[config.mk]
export PLATFORM = sky130hd
export DESIGN_NAME = rtc_calendar_set
export DESIGN_NICKNAME = d
export VERILOG_FILES = /design/src/rtl/rtc_pkg.sv /design/src/rtl/btn_debounce.sv /design/src/rtl/rtc_calendar_set.sv
export SDC_FILE = /design/constraint.sdc
export NUM_CORES = 1
export LEC_CHECK = 0
export CORE_ASPECT_RATIO = 0.9
export CORE_MARGIN = 3
export CORE_UTILIZATION = 55
export DETAILED_ROUTE_END_ITERATION = 6
export MAX_ROUTING_LAYER = met4
export PLACE_DENSITY_LB_ADDON = 0.08
export SYNTH_ARGS = -nofsm -noshare
export SYNTH_HDL_FRONTEND = slang
export SYNTH_SLANG_ARGS = --single-unit
export TNS_END_PERCENT = 50
[constraint.sdc]
create_clock -name clk -period 4.4 [get_ports clk]
set_clock_uncertainty 0.15 [all_clocks]
set_input_delay 1.32 -clock clk [delete_from_list [all_inputs] [get_ports clk]]
set_output_delay 1.32 -clock clk [all_outputs]
set_load 0.01 [all_outputs]
[src/rtl/rtc_pkg.sv]
// Shared calendar constants and helpers for the RTC core and the LCD stage.
package rtc_pkg;

  typedef enum logic {
    ST_RUN  = 1'b0,
    ST_EDIT = 1'b1
  } state_e;

  localparam logic [2:0] FIELD_YEAR  = 3'd0;
  localparam logic [2:0] FIELD_MONTH = 3'd1;
  localparam logic [2:0] FIELD_DAY   = 3'd2;
  localparam logic [2:0] FIELD_HOUR  = 3'd3;
  localparam logic [2:0] FIELD_MIN   = 3'd4;
  localparam logic [2:0] FIELD_SEC   = 3'd5;

  localparam logic [11:0] YEAR_MIN = 12'd2000;
  localparam logic [11:0] YEAR_MAX = 12'd2099;

  localparam logic [11:0] RST_YEAR  = 12'd2024;
  localparam logic [3:0]  RST_MONTH = 4'd1;
  localparam logic [4:0]  RST_DAY   = 5'd1;
  localparam logic [4:0]  RST_HOUR  = 5'd0;
  localparam logic [5:0]  RST_MIN   = 6'd0;
  localparam logic [5:0]  RST_SEC   = 6'd0;

  // year%4 is exact for 2000..2099 (2000 is a leap year)
  function automatic logic [4:0] days_in_month(
    input logic [3:0]  month,
    input logic [11:0] year
  );
    logic [4:0] d;
    case (month)
      4'd2:    d = (year[1:0] == 2'b00) ? 5'd29 : 5'd28;
      4'd4,
      4'd6,
      4'd9,
      4'd11:   d = 5'd30;
      default: d = 5'd31;
    endcase
    return d;
  endfunction

endpackage

[src/rtl/btn_debounce.sv]
// Push-button synchroniser and ms-based debouncer.
// Emits a one-cycle pulse on an accepted press; releases are silent.
module btn_debounce #(
  parameter int CNT_MS = 20
) (
  input  logic clk,
  input  logic resetn,
  input  logic ms_tick,
  input  logic raw,
  output logic press
);

  localparam int CW = (CNT_MS > 1) ? $clog2(CNT_MS) : 1;

  logic          sync1_q;
  logic          sync2_q;
  logic          level_q;
  logic          press_q;
  logic [CW-1:0] cnt_q;

  always_ff @(posedge clk or negedge resetn) begin
    if (!resetn) begin
      sync1_q <= 1'b0;
      sync2_q <= 1'b0;
      level_q <= 1'b0;
      press_q <= 1'b0;
      cnt_q   <= '0;
    end else begin
      sync1_q <= raw;
      sync2_q <= sync1_q;
      press_q <= 1'b0;
      // any return to the accepted level restarts the stability window
      if (sync2_q == level_q) begin
        cnt_q <= '0;
      end else if (ms_tick) begin
        if (cnt_q == CW'(CNT_MS - 1)) begin
          level_q <= sync2_q;
          press_q <= sync2_q;
          cnt_q   <= '0;
        end else begin
          cnt_q <= cnt_q + CW'(1);
        end
      end
    end
  end

  assign press = press_q;

endmodule

[src/rtl/rtc_calendar_set.sv]
// Calendar/clock core with button-driven field editing.
// Feeds registered date/time and cursor state to the LCD stage.
module rtc_calendar_set
  import rtc_pkg::*;
#(
  parameter int CNT1MS      = 100_000,
  parameter int DEBOUNCE_MS = 20,
  parameter int BLINK_MS    = 250
) (
  input  logic        clk,
  input  logic        resetn,
  input  logic        tick1s,
  input  logic        btn_mode,
  input  logic        btn_next,
  input  logic        btn_up,
  output logic [11:0] year,
  output logic [3:0]  month,
  output logic [4:0]  day,
  output logic [4:0]  hour,
  output logic [5:0]  min,
  output logic [5:0]  sec,
  output logic        edit_mode,
  output logic [2:0]  edit_field,
  output logic        blink
);

  localparam int MSW = (CNT1MS > 1) ? $clog2(CNT1MS) : 1;
  localparam int BLW = (BLINK_MS > 1) ? $clog2(BLINK_MS) : 1;

  state_e         state_q;
  logic [11:0]    year_q;
  logic [3:0]     month_q;
  logic [4:0]     day_q;
  logic [4:0]     hour_q;
  logic [5:0]     min_q;
  logic [5:0]     sec_q;
  logic [2:0]     edit_field_q;
  logic           blink_q;
  logic [MSW-1:0] ms_cnt_q;
  logic [BLW-1:0] blink_cnt_q;

  logic ms_tick;
  logic mode_p;
  logic next_p;
  logic up_p;

  logic [4:0] dim_cur;

  logic [11:0] tk_year_d;
  logic [3:0]  tk_month_d;
  logic [4:0]  tk_day_d;
  logic [4:0]  tk_hour_d;
  logic [5:0]  tk_min_d;
  logic [5:0]  tk_sec_d;

  logic [11:0] up_year_d;
  logic [3:0]  up_month_d;
  logic [4:0]  up_day_d;
  logic [4:0]  up_hour_d;
  logic [5:0]  up_min_d;
  logic [5:0]  up_sec_d;
  logic [11:0] yr_inc;
  logic [3:0]  mo_inc;
  logic [4:0]  dim_new;

  assign ms_tick = (ms_cnt_q == MSW'(CNT1MS - 1));
  assign dim_cur = days_in_month(month_q, year_q);
  assign yr_inc  = (year_q == YEAR_MAX) ? YEAR_MIN : year_q + 12'd1;
  assign mo_inc  = (month_q == 4'd12) ? 4'd1 : month_q + 4'd1;

  btn_debounce #(.CNT_MS(DEBOUNCE_MS)) u_db_mode (
    .clk    (clk),
    .resetn (resetn),
    .ms_tick(ms_tick),
    .raw    (btn_mode),
    .press  (mode_p)
  );

  btn_debounce #(.CNT_MS(DEBOUNCE_MS)) u_db_next (
    .clk    (clk),
    .resetn (resetn),
    .ms_tick(ms_tick),
    .raw    (btn_next),
    .press  (next_p)
  );

  btn_debounce #(.CNT_MS(DEBOUNCE_MS)) u_db_up (
    .clk    (clk),
    .resetn (resetn),
    .ms_tick(ms_tick),
    .raw    (btn_up),
    .press  (up_p)
  );

  always_comb begin
    tk_year_d  = year_q;
    tk_month_d = month_q;
    tk_day_d   = day_q;
    tk_hour_d  = hour_q;
    tk_min_d   = min_q;
    tk_sec_d   = sec_q;
    if (sec_q != 6'd59) begin
      tk_sec_d = sec_q + 6'd1;
    end else begin
      tk_sec_d = 6'd0;
      if (min_q != 6'd59) begin
        tk_min_d = min_q + 6'd1;
      end else begin
        tk_min_d = 6'd0;
        if (hour_q != 5'd23) begin
          tk_hour_d = hour_q + 5'd1;
        end else begin
          tk_hour_d = 5'd0;
          if (day_q != dim_cur) begin
            tk_day_d = day_q + 5'd1;
          end else begin
            tk_day_d   = 5'd1;
            tk_month_d = mo_inc;
            if (month_q == 4'd12) begin
              tk_year_d = yr_inc;
            end
          end
        end
      end
    end
  end

  always_comb begin
    up_year_d  = year_q;
    up_month_d = month_q;
    up_day_d   = day_q;
    up_hour_d  = hour_q;
    up_min_d   = min_q;
    up_sec_d   = sec_q;
    dim_new    = 5'd31;
    unique case (1'b1)
      (edit_field_q == FIELD_YEAR): begin
        up_year_d = yr_inc;
        dim_new   = days_in_month(month_q, yr_inc);
      end
      (edit_field_q == FIELD_MONTH): begin
        up_month_d = mo_inc;
        dim_new    = days_in_month(mo_inc, year_q);
      end
      (edit_field_q == FIELD_DAY):
        up_day_d = (day_q == dim_cur) ? 5'd1 : day_q + 5'd1;
      (edit_field_q == FIELD_HOUR):
        up_hour_d = (hour_q == 5'd23) ? 5'd0 : hour_q + 5'd1;
      (edit_field_q == FIELD_MIN):
        up_min_d = (min_q == 6'd59) ? 6'd0 : min_q + 6'd1;
      (edit_field_q == FIELD_SEC):
        up_sec_d = (sec_q == 6'd59) ? 6'd0 : sec_q + 6'd1;
      default: ;
    endcase
    // a shorter month after a year/month change pulls the day in
    if (up_day_d > dim_new) begin
      up_day_d = dim_new;
    end
  end

  always_ff @(posedge clk or negedge resetn) begin
    if (!resetn) begin
      state_q      <= ST_RUN;
      year_q       <= RST_YEAR;
      month_q      <= RST_MONTH;
      day_q        <= RST_DAY;
      hour_q       <= RST_HOUR;
      min_q        <= RST_MIN;
      sec_q        <= RST_SEC;
      edit_field_q <= FIELD_YEAR;
      blink_q      <= 1'b1;
      ms_cnt_q     <= '0;
      blink_cnt_q  <= '0;
    end else begin
      ms_cnt_q <= ms_tick ? '0 : ms_cnt_q + MSW'(1);
      case (state_q)
        ST_RUN: begin
          if (tick1s) begin
            year_q  <= tk_year_d;
            month_q <= tk_month_d;
            day_q   <= tk_day_d;
            hour_q  <= tk_hour_d;
            min_q   <= tk_min_d;
            sec_q   <= tk_sec_d;
          end
          if (mode_p) begin
            state_q      <= ST_EDIT;
            edit_field_q <= FIELD_YEAR;
            blink_q      <= 1'b1;
            blink_cnt_q  <= '0;
          end
        end
        ST_EDIT: begin
          if (mode_p) begin
            state_q     <= ST_RUN;
            blink_q     <= 1'b1;
            blink_cnt_q <= '0;
          end else begin
            if (next_p) begin
              edit_field_q <= (edit_field_q == FIELD_SEC) ?
                              FIELD_YEAR : edit_field_q + 3'd1;
            end else if (up_p) begin
              year_q  <= up_year_d;
              month_q <= up_month_d;
              day_q   <= up_day_d;
              hour_q  <= up_hour_d;
              min_q   <= up_min_d;
              sec_q   <= up_sec_d;
            end
            if (ms_tick) begin
              if (blink_cnt_q == BLW'(BLINK_MS - 1)) begin
                blink_q     <= ~blink_q;
                blink_cnt_q <= '0;
              end else begin
                blink_cnt_q <= blink_cnt_q + BLW'(1);
              end
            end
          end
        end
        default: state_q <= ST_RUN;
      endcase
    end
  end

  assign year       = year_q;
  assign month      = month_q;
  assign day        = day_q;
  assign hour       = hour_q;
  assign min        = min_q;
  assign sec        = sec_q;
  assign edit_mode  = (state_q == ST_EDIT);
  assign edit_field = edit_field_q;
  assign blink      = blink_q;

endmodule

### Yosys cells after proc, flatten, opt, wreduce, memory -nomap -nowiden

Index checks and enable logic that the tools add are counted.

| word-level totals | value |
|---|---|
| register bits | 95 |
| bits in latches | 0 |
| memory bits (writable) | 0 |
| memory bits (read-only) | 0 |
| input port bits | 6 |
| output and inout port bits | 43 |
| word-level logic and storage cells | 220 |
| memories | 0 |

| cells by class | value |
|---|---|
| $add $sub $neg | 12 |
| multiply operators | 0 |
| divide/modulo/power cells | 0 |
| $lt $le $gt $ge | 1 |
| equality and inequality tests | 51 |
| shift operators | 0 |
| muxes and demuxes | 105 |
| bitwise gates (word level) | 5 |
| reduce and logical (&&, ||, !) cells | 20 |

Operators by type and width:

| operator | number |
|---|---|
| two-way mux 5 bit | 29 |
| two-way mux 12 bit | 11 |
| two-way mux 6 bit | 15 |
| two-way mux 4 bit | 10 |
| two-way mux 8 bit | 4 |
| adder 5 x 1 -> 5 bit (second input constant) | 5 |
| one-hot mux 12 bit (2 select lines) | 1 |
| one-hot mux 6 bit (2 select lines) | 2 |
| == test 4 bit (second input constant) | 5 |
| == test 5 bit (second input constant) | 4 |
| one-hot mux 5 bit (2 select lines) | 2 |
| adder 17 x 1 -> 17 bit (second input constant) | 1 |
| == test 17 bit (second input constant) | 1 |
| two-way mux 1 bit | 17 |
| two-way mux 17 bit | 1 |
| == test 4 x 3 -> 1 bit (second input constant) | 4 |
| inequality test 2 x 1 -> 1 bit (second input constant) | 8 |
| inequality test 2 bit (second input constant) | 8 |
| one-hot mux 2 bit (2 select lines) | 4 |
| one-hot mux 8 bit (2 select lines) | 1 |
| AND reduction 3 bit | 5 |
| AND reduction 7 bit | 2 |
| adder 12 x 1 -> 12 bit (second input constant) | 1 |
| adder 6 x 1 -> 6 bit (second input constant) | 2 |
| 31 further kinds | 51 |

### Depth between registers and ports, before layout

| logic depth | value |
|---|---|
| word-level depth | 12 |
| mapped depth | 16 |
| mapped depth without buffers | 15 |

### By module

Synthesis repeated with hierarchy kept, for this count alone.

| unflattened totals | value |
|---|---|
| cell total of the unflattened synthesis | 542 |
| area total of the unflattened synthesis | 5446.5 um^2 |

Modules (own cells, without submodules):

| module | times used | cells each | area each (um^2) | sequential area each (um^2) |
|---|---|---|---|---|
| rtc_calendar_set | 1 | 443 | 4215.3 | 1714.1 |
| btn_debounce | 3 | 33 | 410.4 | 225.2 |

### Worst setup path after synthesis

Ideal clock, no wire load.

| path | value |
|---|---|
| path type | register to register |
| start | reg month_q[0] (netlist: month[0]) |
| end | reg day_q[1] (netlist: day[1]) |
| library setup time | 0.126 ns |
| arrival time | 3.096 ns |
| data required time | 4.124 ns |
| path slack | 1.028 ns |
| stages on the path, launching flop included | 13 |
| buffers on the path | 0 |
| period minus slack after synthesis | 3.372 ns |
| cell sequence | dfstp_2 -> inv_1 -> ha_1 -> and2_1 -> o21ai_0 -> o21ai_0 -> mux2_2 -> a2111o_1 -> ha_1 -> a21oi_1 -> o2111ai_2 -> mux2i_1 -> a221o_1 |

| between the ends | value |
|---|---|
| cells in the longest elaborated chain, start to end | 12 |
| elaborated cells on any way between the ends | 34 |
| classes of those cells | add/sub (1); order compare (1); eq/ne (13); mux (17); reduce/logical (2) |

RTL lines:

| what | line | RTL |
|---|---|---|
| start: declaration | rtc_calendar_set.sv:32 | `logic [3:0] month_q;` |
| start signal: assignment | rtc_calendar_set.sv:180 | `month_q <= tk_month_d;` |
| start signal: assignment | rtc_calendar_set.sv:204 | `month_q <= up_month_d;` |
| adder 4 x 1 -> 4 bit, or another cell as far along | rtc_calendar_set.sv:69 | `assign mo_inc = (month_q == 4'd12) ? 4'd1 : month_q + 4'd1;` |
| two-way mux 4 bit or OR reduction 4 bit (tied branches) | rtc_calendar_set.sv:69, rtc_pkg.sv:32 |  |
| == test 4 x 3 -> 1 bit, or another cell as far along | rtc_pkg.sv:32 | `case (month)` |
| OR reduction 4 bit or == test 5 bit (tied branches) | rtc_pkg.sv:32, rtc_calendar_set.sv:146 |  |
| one-hot mux 2 bit (2 select lines) or two-way mux 5 bit (tied branches) | rtc_pkg.sv:32, rtc_calendar_set.sv:146 |  |
| one-hot mux 2 bit (2 select lines) or two-way mux 5 bit (tied branches) | rtc_calendar_set.sv:136 | `unique case (1'b1)` |
| > comparator 5 bit | rtc_calendar_set.sv:156 | `if (up_day_d > dim_new) begin` |
| two-way mux 5 bit | rtc_calendar_set.sv:156 |  |
| two-way mux 5 bit | rtc_calendar_set.sv:202 | `end else if (up_p) begin` |
| two-way mux 5 bit | rtc_calendar_set.sv:199 | `if (next_p) begin` |
| two-way mux 5 bit | rtc_calendar_set.sv:194 | `if (mode_p) begin` |
| one-hot mux 5 bit (2 select lines) (*) | rtc_calendar_set.sv:176 | `case (state_q)` |
| end signal: assignment | rtc_calendar_set.sv:181 | `day_q <= tk_day_d;` |
| end signal: assignment | rtc_calendar_set.sv:205 | `day_q <= up_day_d;` |
| end: declaration | rtc_calendar_set.sv:33 | `logic [4:0] day_q;` |

Every way passes the cells marked *; elsewhere a longest branch is shown, timed or not. The select of a mux whose other input is x is not followed.
A chain may end at the register's enable or synchronous reset.

### Worst setup path in the final report

Same ends and word-level chain as after synthesis.

==> flow_summary_export.csv <==
group,metric,value,unit
die,design.core.area,0.00889,mm2
setup_path,startpoint_of_the_worst_register_to_register_path,"month[0]$_DFFE_PN1P_",
setup_path,worstPathMaxFanout,8,
setup_path,worstSetupEndpointType,"flop",
min_path,min-delay-path-class,"reg -> reg",
yosys,synth-seq-area-share,0.461,
sta,worstMarginPinSlew,0.990,ns
sta,fin_crit_sh,0.825,
cts,cts_buffers,9,
sta,setup_total_negative_slack,0,ns
yosys,syn-mean-instance-area,9.43,um2
placement,hpwlAfterDp,7.40,mm
sta,final-setup-viol-count,0,
placement,dpl_worst_slack,0.825,ns
yosys,netlist.top_cell.by_area,"sky130_fd_sc_hd__dfrtp_1",
flow_run,max_cap_violation_count,0,
yosys,synth_fp_nets,580,
yosys,ys_types,62,
drt,first_iter_violations,181,
cts,clock-root-buffer,"sky130_fd_sc_hd__clkbuf_8",
setup_path,critical_path_required,4.50,ns
setup_path,timing_worst_setup_path_type,"reg -> reg",
cts,htree_levels,3,
setup_path,critical_path_source_type,"flop",
sta,max-slew-margin-rel,0.334,
die,initial_core_util,0.584,
sta,achievable-frequency,275,MHz
final_layout,fin_cells,719,
final_layout,seq_area,0.00239,mm2
yosys,synth.cell_area,0.00519,mm2
cts,insertion_delay,0.36,ns
sta,final-max-slew-violation-count,0,
cts,post_cts.resized_instances,0,
yosys,post_synth_main_area_contributors,"sky130_fd_sc_hd__dfrtp_1 (41%), sky130_fd_sc_hd__ha_1 (5.8%), sky130_fd_sc_hd__dfstp_2 (5.1%), sky130_fd_sc_hd__o21ai_0 (4.6%), sky130_fd_sc_hd__nand2_1 (4.2%)",
min_path,hold_path_startpoint,"u_db_up.sync1_q$_DFF_PN0_",
final_layout,layout-area-overhead-vs-synth,14.6,%
global_route,grt_pass1_vias,3828,
sta,worst_slack,0.770,ns
cts,tritoncts_clock_tree,"built",
power,leakagePower,2.53,nW
die,die_x,108,um
setup_path,rrSetupSlack,0.77,ns
final_layout,drive_gt1_frac,0.0867,
drt,route.vias.total,4127,
sta,finalCriticalPeriod,3.63,ns
global_route,grt_remaining_overflow,0,
sta,timing.final.hold_violations,0,
placement,placedCellCount,703,
yosys,ys_warn_count,0,
global_route,grt_start_max_net_pins,51,
cts,clock-sinks,95,
setup_path,critical_path_arrival,3.73,ns
setup_path,startpoint,"month[0]$_DFFE_PN1P_",
die,standard_cell_rows,32,
drt,routed_wire_length_per_instance,14.5,um
yosys,synth.ff_latch_count,95,
yosys,yosysMostFrequentCell,"sky130_fd_sc_hd__dfrtp_1",
sta,rsz0062_at_grt,"false",
final_layout,antenna_cells_inserted,0,
die,pin_count,49,
drt,firstDrtPassIters,4,
power,max-vdd-ir-drop,0.310,mV
placement,routability_driven_placement_congestion_ratio,0.968,
drt,avgViaCountPerCell,5.74,
min_path,hold-path-cell-count,0,
power,power-per-cell-area,272,mW/mm2
die,fp.dieArea,0.0106,mm2
drt,remaining_drc_errors,0,
drt,number_of_routed_nets_with_antenna_violations,0,
final_layout,multi_input_area,0.00266,mm2
placement,place.port_buffers,48,
global_route,antenna_found_initial,0,
die,fp.dieH,98.1,um
global_route,groute.usage.overall,0.211,
final_layout,fill_cells,750,
yosys,synth-edff-count,0,
cts,cts_hold_repair.buffers,0,
yosys,async_reset_ff_frac,1.00,
yosys,synth_ff_type,"sky130_fd_sc_hd__dfrtp_1",
power,p_total,0.00162,W
final_layout,finish.net_count,625,
cts,cts.repair_timing.setup_buffer_count,0,
setup_path,worstReg2RegEnd,"day[1]$_DFFE_PN0P_",
final_layout,finish.utilization,0.669,
yosys,post-synth-top-area-fraction,0.410,
setup_path,worst_r2r_path_depth,14,
yosys,synthesis.instances,550,
yosys,synthTopCellsByCount,"sky130_fd_sc_hd__dfrtp_1 (85), sky130_fd_sc_hd__nand2_1 (58), sky130_fd_sc_hd__o21ai_0 (48)",
cts,clk_pin_slew,0.09,ns
outcome,outcome,"completed",
min_path,hold_end,"u_db_up.sync2_q$_DFF_PN0_",
global_route,wire_length_of_the_first_global_routing_pass,17.7,mm
cts,ctsLongestPathBuffers,2,
drt,totalWireLength,10.4,mm
## final cells by class
class                      count  area share
clock buffer                  11      0.0238
clock inverter                 5     0.00673
inverter                      19      0.0120
multi-input combinational    421       0.447
sequential                    95       0.402
tap                          119      0.0250
timing repair buffer          49      0.0837
## worst max-delay path, cell delays in order, from the launching register on
cell and delay [ns]:
sky130_fd_sc_hd__dfstp_2 0.60, sky130_fd_sc_hd__inv_1 0.12, sky130_fd_sc_hd__ha_1 0.24, sky130_fd_sc_hd__and2_1 0.17
sky130_fd_sc_hd__o21ai_0 0.33, sky130_fd_sc_hd__o21ai_0 0.14, sky130_fd_sc_hd__mux2_2 0.28, sky130_fd_sc_hd__a2111o_1 0.43
sky130_fd_sc_hd__ha_1 0.20, sky130_fd_sc_hd__inv_1 0.06, sky130_fd_sc_hd__a21oi_1 0.05, sky130_fd_sc_hd__a21oi_1 0.15
sky130_fd_sc_hd__o2111ai_2 0.15, sky130_fd_sc_hd__mux2i_1 0.16, sky130_fd_sc_hd__a221o_1 0.30
## cell usage in the layout (no fill, tap or decap), types with 12 or more instances in the layout
cell                               n
sky130_fd_sc_hd__a21oi_1          31
sky130_fd_sc_hd__clkdlybuf4s50_1  47
sky130_fd_sc_hd__dfrtp_1          85
sky130_fd_sc_hd__ha_1             24
sky130_fd_sc_hd__inv_1            18
sky130_fd_sc_hd__mux2_2           12
sky130_fd_sc_hd__nand2_1          58
sky130_fd_sc_hd__nand2b_1         12
sky130_fd_sc_hd__nand3_1          27
sky130_fd_sc_hd__nand4_1          15
sky130_fd_sc_hd__nor2_1           45
sky130_fd_sc_hd__nor3_1           22
sky130_fd_sc_hd__o21ai_0          48
sky130_fd_sc_hd__xnor2_1          12
sky130_fd_sc_hd__xor2_1           13
## metrics by stage
stage,hold slack (ns),instance area [um2]
3_5_place_dp,0.186,5770
3_3_place_gp,0.182,5770
6_report,0.208,5950
2_1_floorplan,0.181,5190
4_1_cts,0.210,5950
5_1_grt,0.220,5950
## metal layers
layer  up-vias  routed length (um)  global-route usage
met5         -                   0                   -
met2        66                5080               0.338
met3         7                 315              0.0436
met1      2002                4940               0.273
met4         0                  67              0.0573
li1       2052                   -                   -
## cells by family (layout without fill, tap and decap cells)
group | Yosys count | in the layout | share of synthesized area
xor gates and xnor gates | 25 | 25 | 0.0422
DFF | 95 | 95 | 0.461
muxes | 17 | 17 | 0.0364
adders and majority gates | 25 | 25 | 0.0598
buffers and inverters | 34 | 84 | 0.0270
and+or+nand+nor | 232 | 232 | 0.231
AOI/OAI and AO/OA | 122 | 122 | 0.143
## how the worst max path moves through the flow
stage / depth (start not counted) / endpoint
after global routing: 14 / day[1]$_DFFE_PN0P_
after detailed placement: 14 / day[1]$_DFFE_PN0P_
after global placement: 12 / day[1]$_DFFE_PN0P_
final: 14 / day[1]$_DFFE_PN0P_
after CTS: 14 / day[1]$_DFFE_PN0P_
after floorplan: 12 / day[1]$_DFFE_PN0P_
## flip-flops by register name, summed over array words and instances, names as in the netlist, 3 cells and up
signal and flops:
ms_cnt_q 17, year 12, blink_cnt_q 8, min 6, sec 6, day 5, hour 5, u_db_mode.cnt_q 5
u_db_next.cnt_q 5, u_db_up.cnt_q 5, month 4, edit_field 3
## power breakdown
| part | switching, W | total (W) | internal [W] | leakage, nW |
|---|---|---|---|---|
| sequential | 0.0000373 | 0.000940 | 0.000902 | 1.24 |
| clock | 0.000301 | 0.000527 | 0.000226 | 0.0943 |
| combinational | 0.0000704 | 0.000151 | 0.0000806 | 1.19 |
| total | 0.000408 | 0.00162 | 0.00121 | 2.53 |
(Power assumes the default switching activity.)
